`config.mk`:
```
export PLATFORM = sky130hd
export DESIGN_NAME = fpro_bus_arbiter
export DESIGN_NICKNAME = d
export VERILOG_FILES = /design/src/rtl/fpro_arb_pkg.sv /design/src/rtl/fpro_bus_arbiter.sv
export SDC_FILE = /design/constraint.sdc
export NUM_CORES = 1
export LEC_CHECK = 0
export BUFFER_PORTS_ARGS = -buffer_cell sky130_fd_sc_hd__buf_2
export CORE_ASPECT_RATIO = 0.75
export CORE_MARGIN = 4
export CORE_UTILIZATION = 44
export DETAILED_ROUTE_END_ITERATION = 8
export HOLD_SLACK_MARGIN = 0.06
export PLACE_DENSITY = 0.8
export REMOVE_ABC_BUFFERS = 1
export SLEW_MARGIN = 5
export SYNTH_ARGS = -nofsm -noshare
export SYNTH_HDL_FRONTEND = slang
export SYNTH_SLANG_ARGS = --single-unit
```
`constraint.sdc`:
```
create_clock -name clk -period 1.9 [get_ports clk]
set_clock_uncertainty 0.05 [all_clocks]
set_input_delay 0.38 -clock clk [delete_from_list [all_inputs] [get_ports clk]]
set_output_delay 0.38 -clock clk [all_outputs]
set_load 0.02 [all_outputs]
```
`src/rtl/fpro_arb_pkg.sv`:
```
// Shared types and default widths for the two-master FPro bus arbiter.
package fpro_arb_pkg;

    localparam int ARB_ADDR_W = 21;
    localparam int ARB_DATA_W = 32;

    typedef enum logic [1:0] {
        ST_IDLE = 2'd0,
        ST_BUS  = 2'd1,
        ST_ACK  = 2'd2
    } arb_state_t;

endpackage

```
`src/rtl/fpro_bus_arbiter.sv`:
```
// Two-master round-robin arbiter onto a single FPro MMIO bus.
// Each transaction is IDLE (grant) -> BUS (one strobe cycle) -> ACK (one pulse).
module fpro_bus_arbiter
    import fpro_arb_pkg::*;
#(
    parameter int ADDR_W = ARB_ADDR_W,
    parameter int DATA_W = ARB_DATA_W
) (
    input  logic              clk,
    input  logic              reset,
    input  logic              m0_req,
    input  logic              m0_wr,
    input  logic [ADDR_W-1:0] m0_addr,
    input  logic [DATA_W-1:0] m0_wr_data,
    output logic [DATA_W-1:0] m0_rd_data,
    output logic              m0_ack,
    input  logic              m1_req,
    input  logic              m1_wr,
    input  logic [ADDR_W-1:0] m1_addr,
    input  logic [DATA_W-1:0] m1_wr_data,
    output logic [DATA_W-1:0] m1_rd_data,
    output logic              m1_ack,
    output logic              mmio_cs,
    output logic              mmio_wr,
    output logic              mmio_rd,
    output logic [ADDR_W-1:0] mmio_addr,
    output logic [DATA_W-1:0] mmio_wr_data,
    input  logic [DATA_W-1:0] mmio_rd_data,
    output logic              busy,
    output logic              grant_id
);

    arb_state_t        state_reg;
    logic              mmio_cs_reg;
    logic              mmio_wr_reg;
    logic              mmio_rd_reg;
    logic [ADDR_W-1:0] mmio_addr_reg;
    logic [DATA_W-1:0] mmio_wr_data_reg;
    logic [DATA_W-1:0] m0_rd_data_reg;
    logic [DATA_W-1:0] m1_rd_data_reg;
    logic              m0_ack_reg;
    logic              m1_ack_reg;
    logic              busy_reg;
    logic              grant_id_reg;

    logic              sel_next;
    logic              sel_wr;
    logic [ADDR_W-1:0] sel_addr;
    logic [DATA_W-1:0] sel_wr_data;

    // On a tie the master that did not win last time goes first.
    always_comb begin
        sel_next = 1'b0;
        if (m0_req && m1_req) begin
            sel_next = ~grant_id_reg;
        end else if (m1_req) begin
            sel_next = 1'b1;
        end
        sel_wr      = sel_next ? m1_wr      : m0_wr;
        sel_addr    = sel_next ? m1_addr    : m0_addr;
        sel_wr_data = sel_next ? m1_wr_data : m0_wr_data;
    end

    always_ff @(posedge clk) begin
        if (reset) begin
            state_reg        <= ST_IDLE;
            mmio_cs_reg      <= 1'b0;
            mmio_wr_reg      <= 1'b0;
            mmio_rd_reg      <= 1'b0;
            mmio_addr_reg    <= '0;
            mmio_wr_data_reg <= '0;
            m0_rd_data_reg   <= '0;
            m1_rd_data_reg   <= '0;
            m0_ack_reg       <= 1'b0;
            m1_ack_reg       <= 1'b0;
            busy_reg         <= 1'b0;
            grant_id_reg     <= 1'b1;
        end else begin
            m0_ack_reg <= 1'b0;
            m1_ack_reg <= 1'b0;
            unique case (state_reg)
                ST_IDLE: begin
                    if (m0_req || m1_req) begin
                        // The mmio_* registers double as the latched request.
                        state_reg        <= ST_BUS;
                        busy_reg         <= 1'b1;
                        grant_id_reg     <= sel_next;
                        mmio_cs_reg      <= 1'b1;
                        mmio_wr_reg      <= sel_wr;
                        mmio_rd_reg      <= ~sel_wr;
                        mmio_addr_reg    <= sel_addr;
                        mmio_wr_data_reg <= sel_wr_data;
                    end
                end
                ST_BUS: begin
                    state_reg        <= ST_ACK;
                    mmio_cs_reg      <= 1'b0;
                    mmio_wr_reg      <= 1'b0;
                    mmio_rd_reg      <= 1'b0;
                    mmio_addr_reg    <= '0;
                    mmio_wr_data_reg <= '0;
                    if (mmio_rd_reg) begin
                        if (grant_id_reg) begin
                            m1_rd_data_reg <= mmio_rd_data;
                        end else begin
                            m0_rd_data_reg <= mmio_rd_data;
                        end
                    end
                    if (grant_id_reg) begin
                        m1_ack_reg <= 1'b1;
                    end else begin
                        m0_ack_reg <= 1'b1;
                    end
                end
                ST_ACK: begin
                    state_reg <= ST_IDLE;
                    busy_reg  <= 1'b0;
                end
                default: begin
                    state_reg <= ST_IDLE;
                    busy_reg  <= 1'b0;
                end
            endcase
        end
    end

    assign mmio_cs      = mmio_cs_reg;
    assign mmio_wr      = mmio_wr_reg;
    assign mmio_rd      = mmio_rd_reg;
    assign mmio_addr    = mmio_addr_reg;
    assign mmio_wr_data = mmio_wr_data_reg;
    assign m0_rd_data   = m0_rd_data_reg;
    assign m1_rd_data   = m1_rd_data_reg;
    assign m0_ack       = m0_ack_reg;
    assign m1_ack       = m1_ack_reg;
    assign busy         = busy_reg;
    assign grant_id     = grant_id_reg;

endmodule

```
==> impl_summary.txt, run 1 <==
----------------------------------------------------
[Yosys]
  Number of standard cells after synthesis ... 493
  Mean area per synthesized cell ... 9.66 um^2
  #FFs+latches synth ... 126
  Largest area contributor in the synthesized netlist ... sky130_fd_sc_hd__dfxtp_1
  Proportion of synthesized flip-flops having asynchronous set or reset ... 0%
  Most repeated cell in the gate-level netlist after synthesis ... sky130_fd_sc_hd__nand2_1
  Portion of synthesized cell area occupied by the leading cell type ... 53.0%
  Combined area of all synthesized cells ... 4760 um^2
  Unique cell type count in the Yosys netlist ... 26
  Number of enable flip-flop cells after synthesis ... 0
  Top cell types by occurrence after synthesis ... 128 x sky130_fd_sc_hd__nand2_1, 126 x sky130_fd_sc_hd__dfxtp_1, 66 x sky130_fd_sc_hd__a21oi_1
  Post-synthesis sequential area ratio ... 53.0%
  Number of warning messages in the yosys log ... 0
  Biggest area contributors in the synthesized netlist ... sky130_fd_sc_hd__dfxtp_1 53%, sky130_fd_sc_hd__mux2i_1 11%, sky130_fd_sc_hd__nand2_1 10%
  Most common flop cell mapped by yosys ... sky130_fd_sc_hd__dfxtp_1

[Place]
  Area after DPL ... 6190 um^2
  HPWL Detailed ... 10.8 mm
  Post-Place Cells ... 865
  Number of buffers added on ports ... 267
  Placer congestion estimate ... 0.830

[Power]
  Power density over the cells ... 980 nW/um^2
  Register share of total power ... 43.3%
  VDD IR max ... 0.720 mV
  Static power due to leakage ... 3.09 nW
  Reported net switching power ... 1.63 mW
  Clock network fraction of design power ... 43.9%
  Design internal power ... 4.97 mW
  Post-layout power ... 6.59 mW
  Net switching share of the total power ... 24.7%
  Comb power frac ... 12.9%

[Run status]
  Outcome ... complete, no violations

[Global route]
  Initial antenna violation count ... 1
  Total grt overflow ... 0
  Total track usage ... 22.3%
  Number of global-route vias before repair ... 4463
  Pin count of the biggest net entering global routing ... 55
  Global-route wire length before repair ... 22.7 mm

[Hold path]
  Worst hold path type ... input port to flop
  Hold path start ... mmio_rd_data[13]
  Number of cells on the worst hold path ... 3
  Destination of the worst hold path ... m1_rd_data[13]

[Timing]
  Setup repair after global routing missed its margin ... no
  Hold slack ... 0.189 ns
  Final clock period utilization by the worst path ... 85.2%
  Final setup violation count ... 0
  Tightest Pin Transition ... 0.516 ns
  Hold violation count in the final report ... 0
  Timing-limited maximum frequency ... 618 MHz
  Worst max-slew margin expressed relative to the limit ... 65.6%
  Fin crit period ... 1.62 ns
  Number of slew-limit violations in the final report ... 0

[Clocking]
  Hold Buf Count CTS ... 0
  Insertion delay of the later-clocked pin in the worst-skew pair ... 0.38 ns
  Clk buf depth ... 2
  H-tree level count ... 4
  Clock net sink count ... 126
  Setup bufs post-CTS ... 0
  Cts repair resizes ... 0
  Clock transition at the registers of the reported paths ... 0.05 ns
  Clock tree root driver cell ... sky130_fd_sc_hd__clkbuf_16
  Clock buffers created by TritonCTS ... 17
  TritonCTS clock tree ... yes

[Floorplanning]
  Starting density of the core ... 45.7%
  Die W ... 128 um
  Cell Rows ... 32
  Height of the die ... 98.1 um
  Die footprint ... 12600 um^2
  Total I/O pin count ... 268
  Core Box Area ... 10400 um^2

[Critical path]
  Category of the worst setup path capture point ... flop
  Worst R2R Path Depth ... 4
  Slowest-stage cell, CP ... sky130_fd_sc_hd__or3_4
  Type of the setup path with the least slack ... flop to flop
  Critical-path maximum fanout ... 13
  Critical path startpoint category ... flop
  Flop-to-flop setup slack ... 0.28 ns
  Sequence of cells on the critical path ... or3_4, a21oi_4, buf_4, o2bb2ai_1
  Critical path's largest stage delay ... 0.39 ns
  Critical R2R Launch ... state_reg[0]
  Required @ worst endpoint ... 2.15 ns
  Endpoint of the worst-slack reg-to-reg timing path ... mmio_addr[8]
  Critical path arrival ... 1.87 ns

[Detailed routing]
  Remaining antenna violation count after routing ... 0
  Total routed wirelength ... 14.6 mm
  Initial DRT Pass Iterations ... 4
  Final routed wire length divided by cell count ... 16.3 um
  Ratio of routed vias to standard cells ... 5.03
  Number of DRC markers in iteration 0 ... 261
  Via count of the routed design ... 4501
  Remaining routing DRC violations ... 0

[Cells and area]
  Util after Layout ... 64.6%
  Cell Count, Final, Fillers Out ... 895
  Ant diodes ... 0
  Post-Layout Inst Area ... 6730 um^2
  Fraction of layout instances using a drive strength above 1 ... 41.0%
  Net count reported at finish ... 892
  Signed area change from the synthesized netlist to the final layout ... 41.3%

[Flow run]
  Number of max-capacitance violations reported ... 0

----------------------------------------------------
==> layout by cell type, fill, tap and decap left out, drive strengths merged, types with 2 or more instances in the layout <==
master / instances
buf: 278
inv: 2
nand2: 128
o2bb2ai: 54
mux2i: 54
clkbuf: 22
dfxtp: 126
a21oi: 67
clkinv: 6
nor2: 5
o21a: 2
==> metal layers <==
| metal | routed length [um] | vias to the layer above | GRT usage [%] |
|---|---|---|---|
| met5 | 0 | - | 0 |
| met1 | 5780 | 2129 | 27.7 |
| li1 | - | 2215 | - |
| met3 | 796 | 22 | 4.26 |
| met4 | 306 | 0 | 7.83 |
| met2 | 7670 | 135 | 38.7 |
==> worst max-delay path, delay by kind of cell (launching register included) <==
family                 cells  cell delay (ns)
AND/OR/NAND/NOR            1             0.39
buffers and inverters      1             0.25
flip-flops                 1             0.31
AO/OA/AOI/OAI              2             0.53
==> worst max path at each step <==
stage | from | end | slack (ns) | cells past startpoint
after CTS | grant_id | grant_id | 0.27 | 1
after global routing | state_reg[1] | mmio_addr[10] | 0.18 | 4
after floorplan | grant_id | mmio_rd | -5.22 | 3
after global placement | m1_req | mmio_wr_data[3] | 0.14 | 5
final | state_reg[0] | mmio_addr[8] | 0.28 | 4
after detailed placement | m1_req | mmio_wr_data[24] | 0.09 | 5
==> power groups by stage <==
stage	clock network [mW]	logic [mW]	registers, mW
finish	2.89	0.848	2.85
global route	3.07	0.911	2.87
CTS	2.96	0.853	2.85
detailed placement	0	0.849	2.90
global placement	0	0.820	2.90
floorplan	0	0.314	3.05
==> cell type report <==
cell class	count	area, um^2
Fill cell	911	3680
Sequential cell	126	2520
Multi-Input combinational cell	323	2010
Timing Repair Buffer	278	1480
Clock buffer	22	464
Tap cell	136	170
Clock inverter	8	67.6
Inverter	2	7.51
==> logic make-up (layout without fill, tap and decap cells) <==
logic type             count (synthesis)  count (layout)  share of synthesized area (%)
AOI/OAI and AO/OA                    126             126                           18.1
buffers and inverters                 44             310                           5.31
DFF                                  126             126                           53.0
muxes                                 54              54                           11.4
and+or+nand+nor                      143             143                           12.3
==> metrics by stage <==
stage          TNS (ns)  setup WS, ns
3_3_place_gp          0         0.141
6_report              0         0.281
4_1_cts               0         0.267
5_1_grt               0         0.178
2_1_floorplan   -309.58         -5.22
3_5_place_dp          0        0.0914
No activity file was read; power rests on OpenSTA's default activity.
==> inputs of run 2 (changes only) <==
--- a/config.mk
+++ b/config.mk
@@ -6,12 +6,14 @@
 export NUM_CORES = 1
 export LEC_CHECK = 0
 export BUFFER_PORTS_ARGS = -buffer_cell sky130_fd_sc_hd__buf_2
+export CELL_PAD_IN_SITES_DETAIL_PLACEMENT = 1
+export CELL_PAD_IN_SITES_GLOBAL_PLACEMENT = 1
 export CORE_ASPECT_RATIO = 0.75
 export CORE_MARGIN = 4
-export CORE_UTILIZATION = 44
+export CORE_UTILIZATION = 31
 export DETAILED_ROUTE_END_ITERATION = 8
 export HOLD_SLACK_MARGIN = 0.06
-export PLACE_DENSITY = 0.8
+export PLACE_DENSITY_LB_ADDON = 0.1
 export REMOVE_ABC_BUFFERS = 1
 export SLEW_MARGIN = 5
 export SYNTH_ARGS = -nofsm -noshare
==> impl_summary.txt, run 2 (synthesis gave the netlist of run 1 again) <==
----------------------------------------------------
[Timing]
  Timing-limited maximum frequency ... 588 MHz
  Number of slew-limit violations in the final report ... 0
  Setup repair after global routing missed its margin ... no
  Final clock period utilization by the worst path ... 89.5%
  Worst max-slew margin expressed relative to the limit ... 71.1%
  Final setup violation count ... 0
  Tightest Pin Transition ... 0.433 ns
  Fin crit period ... 1.70 ns
  Hold violation count in the final report ... 0
  Worst setup slack after layout ... 0.200 ns

[Floorplanning]
  Die footprint ... 17400 um^2
  Core Box Area ... 14700 um^2
  Starting density of the core ... 32.3%
  Die W ... 151 um
  Height of the die ... 115 um
  Total I/O pin count ... 268
  Cell Rows ... 38

[Detailed routing]
  Ratio of routed vias to standard cells ... 4.71
  Via count of the routed design ... 4532
  Remaining routing DRC violations ... 0
  Initial DRT Pass Iterations ... 4
  Total routed wirelength ... 16.1 mm
  Final routed wire length divided by cell count ... 16.8 um
  Remaining antenna violation count after routing ... 0
  Number of DRC markers in iteration 0 ... 175

[Critical path]
  Slowest-stage cell, CP ... sky130_fd_sc_hd__or4_2
  Critical path arrival ... 1.98 ns
  Flop-to-flop setup slack ... 0.20 ns
  Critical path startpoint category ... flop
  Critical path's largest stage delay ... 0.75 ns
  Required @ worst endpoint ... 2.18 ns
  Timing startpoint of the critical path ... state_reg[0]
  Worst Path Buf+Inv ... 1
  Type of the setup path with the least slack ... flop to flop
  Worst R2R Path Depth ... 3
  WP depth ... 3
  Critical-path maximum fanout ... 54
  Worst Setup EP ... mmio_wr_data[25]
  Gate family responsible for the most delay along the worst path ... simple AND/OR/NAND/NOR gates
  Critical R2R Launch ... state_reg[0]
  Category of the worst setup path capture point ... flop
  Endpoint of the worst-slack reg-to-reg timing path ... mmio_wr_data[25]
  Sequence of cells on the critical path ... or4_2, buf_12, o2bb2ai_1

[Cells and area]
  FILL cells ... 1735
  Most frequent cells in the layout ... 267 x sky130_fd_sc_hd__buf_2, 128 x sky130_fd_sc_hd__nand2_1, 126 x sky130_fd_sc_hd__dfxtp_1
  Net count reported at finish ... 891
  Signed area change from the synthesized netlist to the final layout ... 44.2%
  Area of the multi-input gates ... 2010 um^2
  Fraction of layout instances using a drive strength above 1 ... 41.2%
  FF+latch area ... 2520 um^2
  Util after Layout ... 46.6%
  Most common cell after layout, fill and taps aside ... sky130_fd_sc_hd__buf_2

[Clocking]
  TritonCTS clock tree ... yes
  H-tree level count ... 4
  Hold Buf Count CTS ... 0
  Setup bufs post-CTS ... 0
  Clock net sink count ... 126
  Clock transition at the registers of the reported paths ... 0.06 ns
  Cts repair resizes ... 0
  Clk buf depth ... 2
  Clock buffers created by TritonCTS ... 17
  Insertion delay of the later-clocked pin in the worst-skew pair ... 0.40 ns
  Clock tree root driver cell ... sky130_fd_sc_hd__clkbuf_16

[Hold path]
  Number of cells on the worst hold path ... 3
  Worst hold path type ... input port to flop

[Place]
  Number of buffers added on ports ... 267
  Pre-CTS worst setup slack ... 0.110 ns
  Placer congestion estimate ... 0.761
  HPWL Detailed ... 11.9 mm

[Run status]
  Outcome ... complete, no violations

[Global route]
  Total grt overflow ... 0
  Pin count of the biggest net entering global routing ... 56
  Initial antenna violation count ... 3
  Total track usage ... 17.9%
  Number of global-route vias before repair ... 4821
  Global-route wire length before repair ... 24.6 mm

[Flow run]
  Number of max-capacitance violations reported ... 0

[Power]
  Power density over the cells ... 996 nW/um^2
  VDD IR max ... 0.542 mV
  Post-layout power ... 6.83 mW
  Static power due to leakage ... 3.10 nW

----------------------------------------------------
-- run 2: changes by cell type in the layout (fill, tap and decap cells not counted), moves of 2 or more --
cell                         delta
sky130_fd_sc_hd__clkinvlp_4     +3
sky130_fd_sc_hd__buf_4          -2
sky130_fd_sc_hd__clkinv_2       -3
sky130_fd_sc_hd__diode_2        +2
-- run 2: worst min path at each step --
stage	start	end
floorplan	reset	m0_rd_data[0]
global route	mmio_rd_data[24]	m1_rd_data[24]
CTS	mmio_rd_data[24]	m1_rd_data[24]
global placement	mmio_wr_data[12]	mmio_wr_data[12]
detailed placement	mmio_addr[13]	mmio_addr[13]
finish	mmio_rd_data[24]	m1_rd_data[24]
-- run 2: cell type report --
type,count,share of cell area (%)
Multi-Input combinational cell,323,29.3
Clock buffer,22,6.76
Inverter,2,0.109
Timing Repair Buffer,277,21.7
Tap cell,200,3.65
Clock inverter,10,1.66
Sequential cell,126,36.8
Antenna cell,2,0.0729
-- run 2: power by group --
group	switching, mW	leakage, nW	internal [mW]
registers	0.0771	1.03	2.77
clock network	1.14	0.272	1.99
logic	0.494	1.80	0.352
-- run 2: metrics by stage --
step,instance area (um^2),hold WS (ns),TNS (ns),instances
after detailed placement,6280,0.393,0,928
final,6860,0.172,0,962
after global placement,6280,0.389,0,928
after global routing,6860,0.160,0,962
after floorplan,4520,0.399,-309.58,451
after CTS,6860,0.150,0,960
-- run 2: worst register-to-register path, cell delays in order (launching register included) --
cell and delay [ns]:
sky130_fd_sc_hd__dfxtp_1 0.40, sky130_fd_sc_hd__or4_2 0.75, sky130_fd_sc_hd__buf_12 0.23, sky130_fd_sc_hd__o2bb2ai_1 0.20
-- run 2: per-layer routing --
metal  share of wire, %  global-route usage [%]  wire (um)
met1                 40                    20.3       6370
met2                 52                    31.7       8310
met3                7.2                    6.11       1160
met4                1.7                    6.40        266
met5              0.081                       0         13
==> inputs of run 3 (changes only) <==
--- a/config.mk
+++ b/config.mk
@@ -8,7 +8,7 @@
 export BUFFER_PORTS_ARGS = -buffer_cell sky130_fd_sc_hd__buf_2
 export CELL_PAD_IN_SITES_DETAIL_PLACEMENT = 1
 export CELL_PAD_IN_SITES_GLOBAL_PLACEMENT = 1
-export CORE_ASPECT_RATIO = 0.75
+export CORE_ASPECT_RATIO = 1.2
 export CORE_MARGIN = 4
 export CORE_UTILIZATION = 31
 export DETAILED_ROUTE_END_ITERATION = 8
==> impl_summary.txt, run 3 (synthesis gave the netlist of run 1 again) <==
----------------------------------------------------
[Clocking]
  Clk buf depth ... 2
  Clock transition at the registers of the reported paths ... 0.06 ns
  Cts repair resizes ... 0
  Clock tree root driver cell ... sky130_fd_sc_hd__clkbuf_16
  TritonCTS clock tree ... yes
  Clock buffers created by TritonCTS ... 17
  H-tree level count ... 4
  Insertion delay of the later-clocked pin in the worst-skew pair ... 0.40 ns
  Hold Buf Count CTS ... 0
  Clock net sink count ... 126
  Setup bufs post-CTS ... 0

[Timing]
  Final clock period utilization by the worst path ... 92.0%
  Setup repair after global routing missed its margin ... no
  Worst setup slack after layout ... 0.152 ns
  Hold violation count in the final report ... 0
  Total Negative Setup Slacks ... 0 ns
  Number of slew-limit violations in the final report ... 0
  Hold slack ... 0.173 ns
  Timing-limited maximum frequency ... 572 MHz
  Tightest Pin Transition ... 0.628 ns
  Final setup violation count ... 0
  Fin crit period ... 1.75 ns
  Worst max-slew margin expressed relative to the limit ... 58.1%

[Power]
  Static power due to leakage ... 3.14 nW
  Post-layout power ... 6.71 mW
  VDD IR max ... 0.556 mV
  Power density over the cells ... 968 nW/um^2

[Place]
  Number of buffers added on ports ... 267
  HPWL Detailed ... 12.4 mm
  Area after DPL ... 6380 um^2
  Placer congestion estimate ... 0.732
  Pre-CTS worst setup slack ... -0.104 ns
  Post-Place Cells ... 941

[Cells and area]
  Area of the multi-input gates ... 2020 um^2
  Fraction of layout instances using a drive strength above 1 ... 42.1%
  Most common cell after layout, fill and taps aside ... sky130_fd_sc_hd__buf_2
  Signed area change from the synthesized netlist to the final layout ... 45.5%
  FILL cells ... 1822
  Net count reported at finish ... 901
  Post-Layout Inst Area ... 6930 um^2
  Cell Count, Final, Fillers Out ... 973
  Util after Layout ... 46.1%
  Most frequent cells in the layout ... 267 x sky130_fd_sc_hd__buf_2, 128 x sky130_fd_sc_hd__nand2_1, 126 x sky130_fd_sc_hd__dfxtp_1
  Ant diodes ... 0
  FF+latch area ... 2520 um^2

[Run status]
  Outcome ... complete, no violations

[Floorplanning]
  Die footprint ... 17400 um^2
  Total I/O pin count ... 268
  Cell Rows ... 49
  Starting density of the core ... 31.7%
  Die W ... 121 um
  Core Box Area ... 15000 um^2
  Height of the die ... 144 um

[Detailed routing]
  Total routed wirelength ... 16.6 mm
  Ratio of routed vias to standard cells ... 4.78
  Initial DRT Pass Iterations ... 4
  Final routed wire length divided by cell count ... 17.1 um
  Remaining antenna violation count after routing ... 0
  Number of DRC markers in iteration 0 ... 184
  Via count of the routed design ... 4650
  Remaining routing DRC violations ... 0

[Flow run]
  Number of max-capacitance violations reported ... 0

[Hold path]
  Worst hold path type ... input port to flop

[Critical path]
  Flop-to-flop setup slack ... 0.15 ns
  Category of the worst setup path capture point ... flop
  Critical R2R Launch ... state_reg[0]
  Worst Setup EP ... mmio_wr_data[20]
  Endpoint of the worst-slack reg-to-reg timing path ... mmio_wr_data[20]
  Timing startpoint of the critical path ... state_reg[0]
  Critical-path maximum fanout ... 53
  Type of the setup path with the least slack ... flop to flop
  Critical path arrival ... 2.02 ns
  Worst R2R Path Depth ... 4
  Required @ worst endpoint ... 2.18 ns
  Critical path startpoint category ... flop

[Global route]
  Number of global-route vias before repair ... 5014
  Total track usage ... 18.8%
  Total grt overflow ... 0
  Initial antenna violation count ... 0
  Global-route wire length before repair ... 25.7 mm
  Pin count of the biggest net entering global routing ... 61

----------------------------------------------------
==> run 3: area by class of cell <==
| cell class | count | area share [%] |
|---|---|---|
| Clock buffer | 19 | 6.39 |
| Inverter | 2 | 0.108 |
| Tap cell | 204 | 3.68 |
| Sequential cell | 126 | 36.4 |
| Timing Repair Buffer | 286 | 22.8 |
| Clock inverter | 12 | 1.41 |
| Multi-Input combinational cell | 324 | 29.2 |
==> run 3: worst min-delay path by stage <==
stage | start | endpoint | cells past startpoint
global route | mmio_rd_data[24] | m1_rd_data[24] | 3
finish | mmio_rd_data[14] | m1_rd_data[14] | 3
floorplan | reset | m0_rd_data[0] | 1
detailed placement | mmio_wr_data[11] | mmio_wr_data[11] | 1
global placement | m0_rd_data[30] | m0_rd_data[30] | 2
CTS | mmio_rd_data[9] | m1_rd_data[9] | 3
==> run 3: routing by layer <==
| metal | vias to the layer above | track usage, % | part of all wire (%) |
|---|---|---|---|
| li1 | 2238 | - | - |
| met1 | 2187 | 21.4 | 40 |
| met2 | 196 | 33.3 | 50 |
| met3 | 29 | 5.75 | 8.0 |
| met4 | 0 | 6.50 | 1.7 |
| met5 | - | 0 | 0 |
==> run 3: critical path, cell delays in order, from the launching register on <==
cell and delay, ns:
sky130_fd_sc_hd__dfxtp_1 0.31, sky130_fd_sc_hd__buf_4 0.16, sky130_fd_sc_hd__or4_2 0.72, sky130_fd_sc_hd__buf_12 0.23, sky130_fd_sc_hd__o2bb2ai_1 0.19
==> run 3: power breakdown <==
part           total (mW)  internal, mW  switching, mW
logic               0.892         0.376          0.516
clock network        2.96          1.81           1.15
registers            2.86          2.77         0.0819
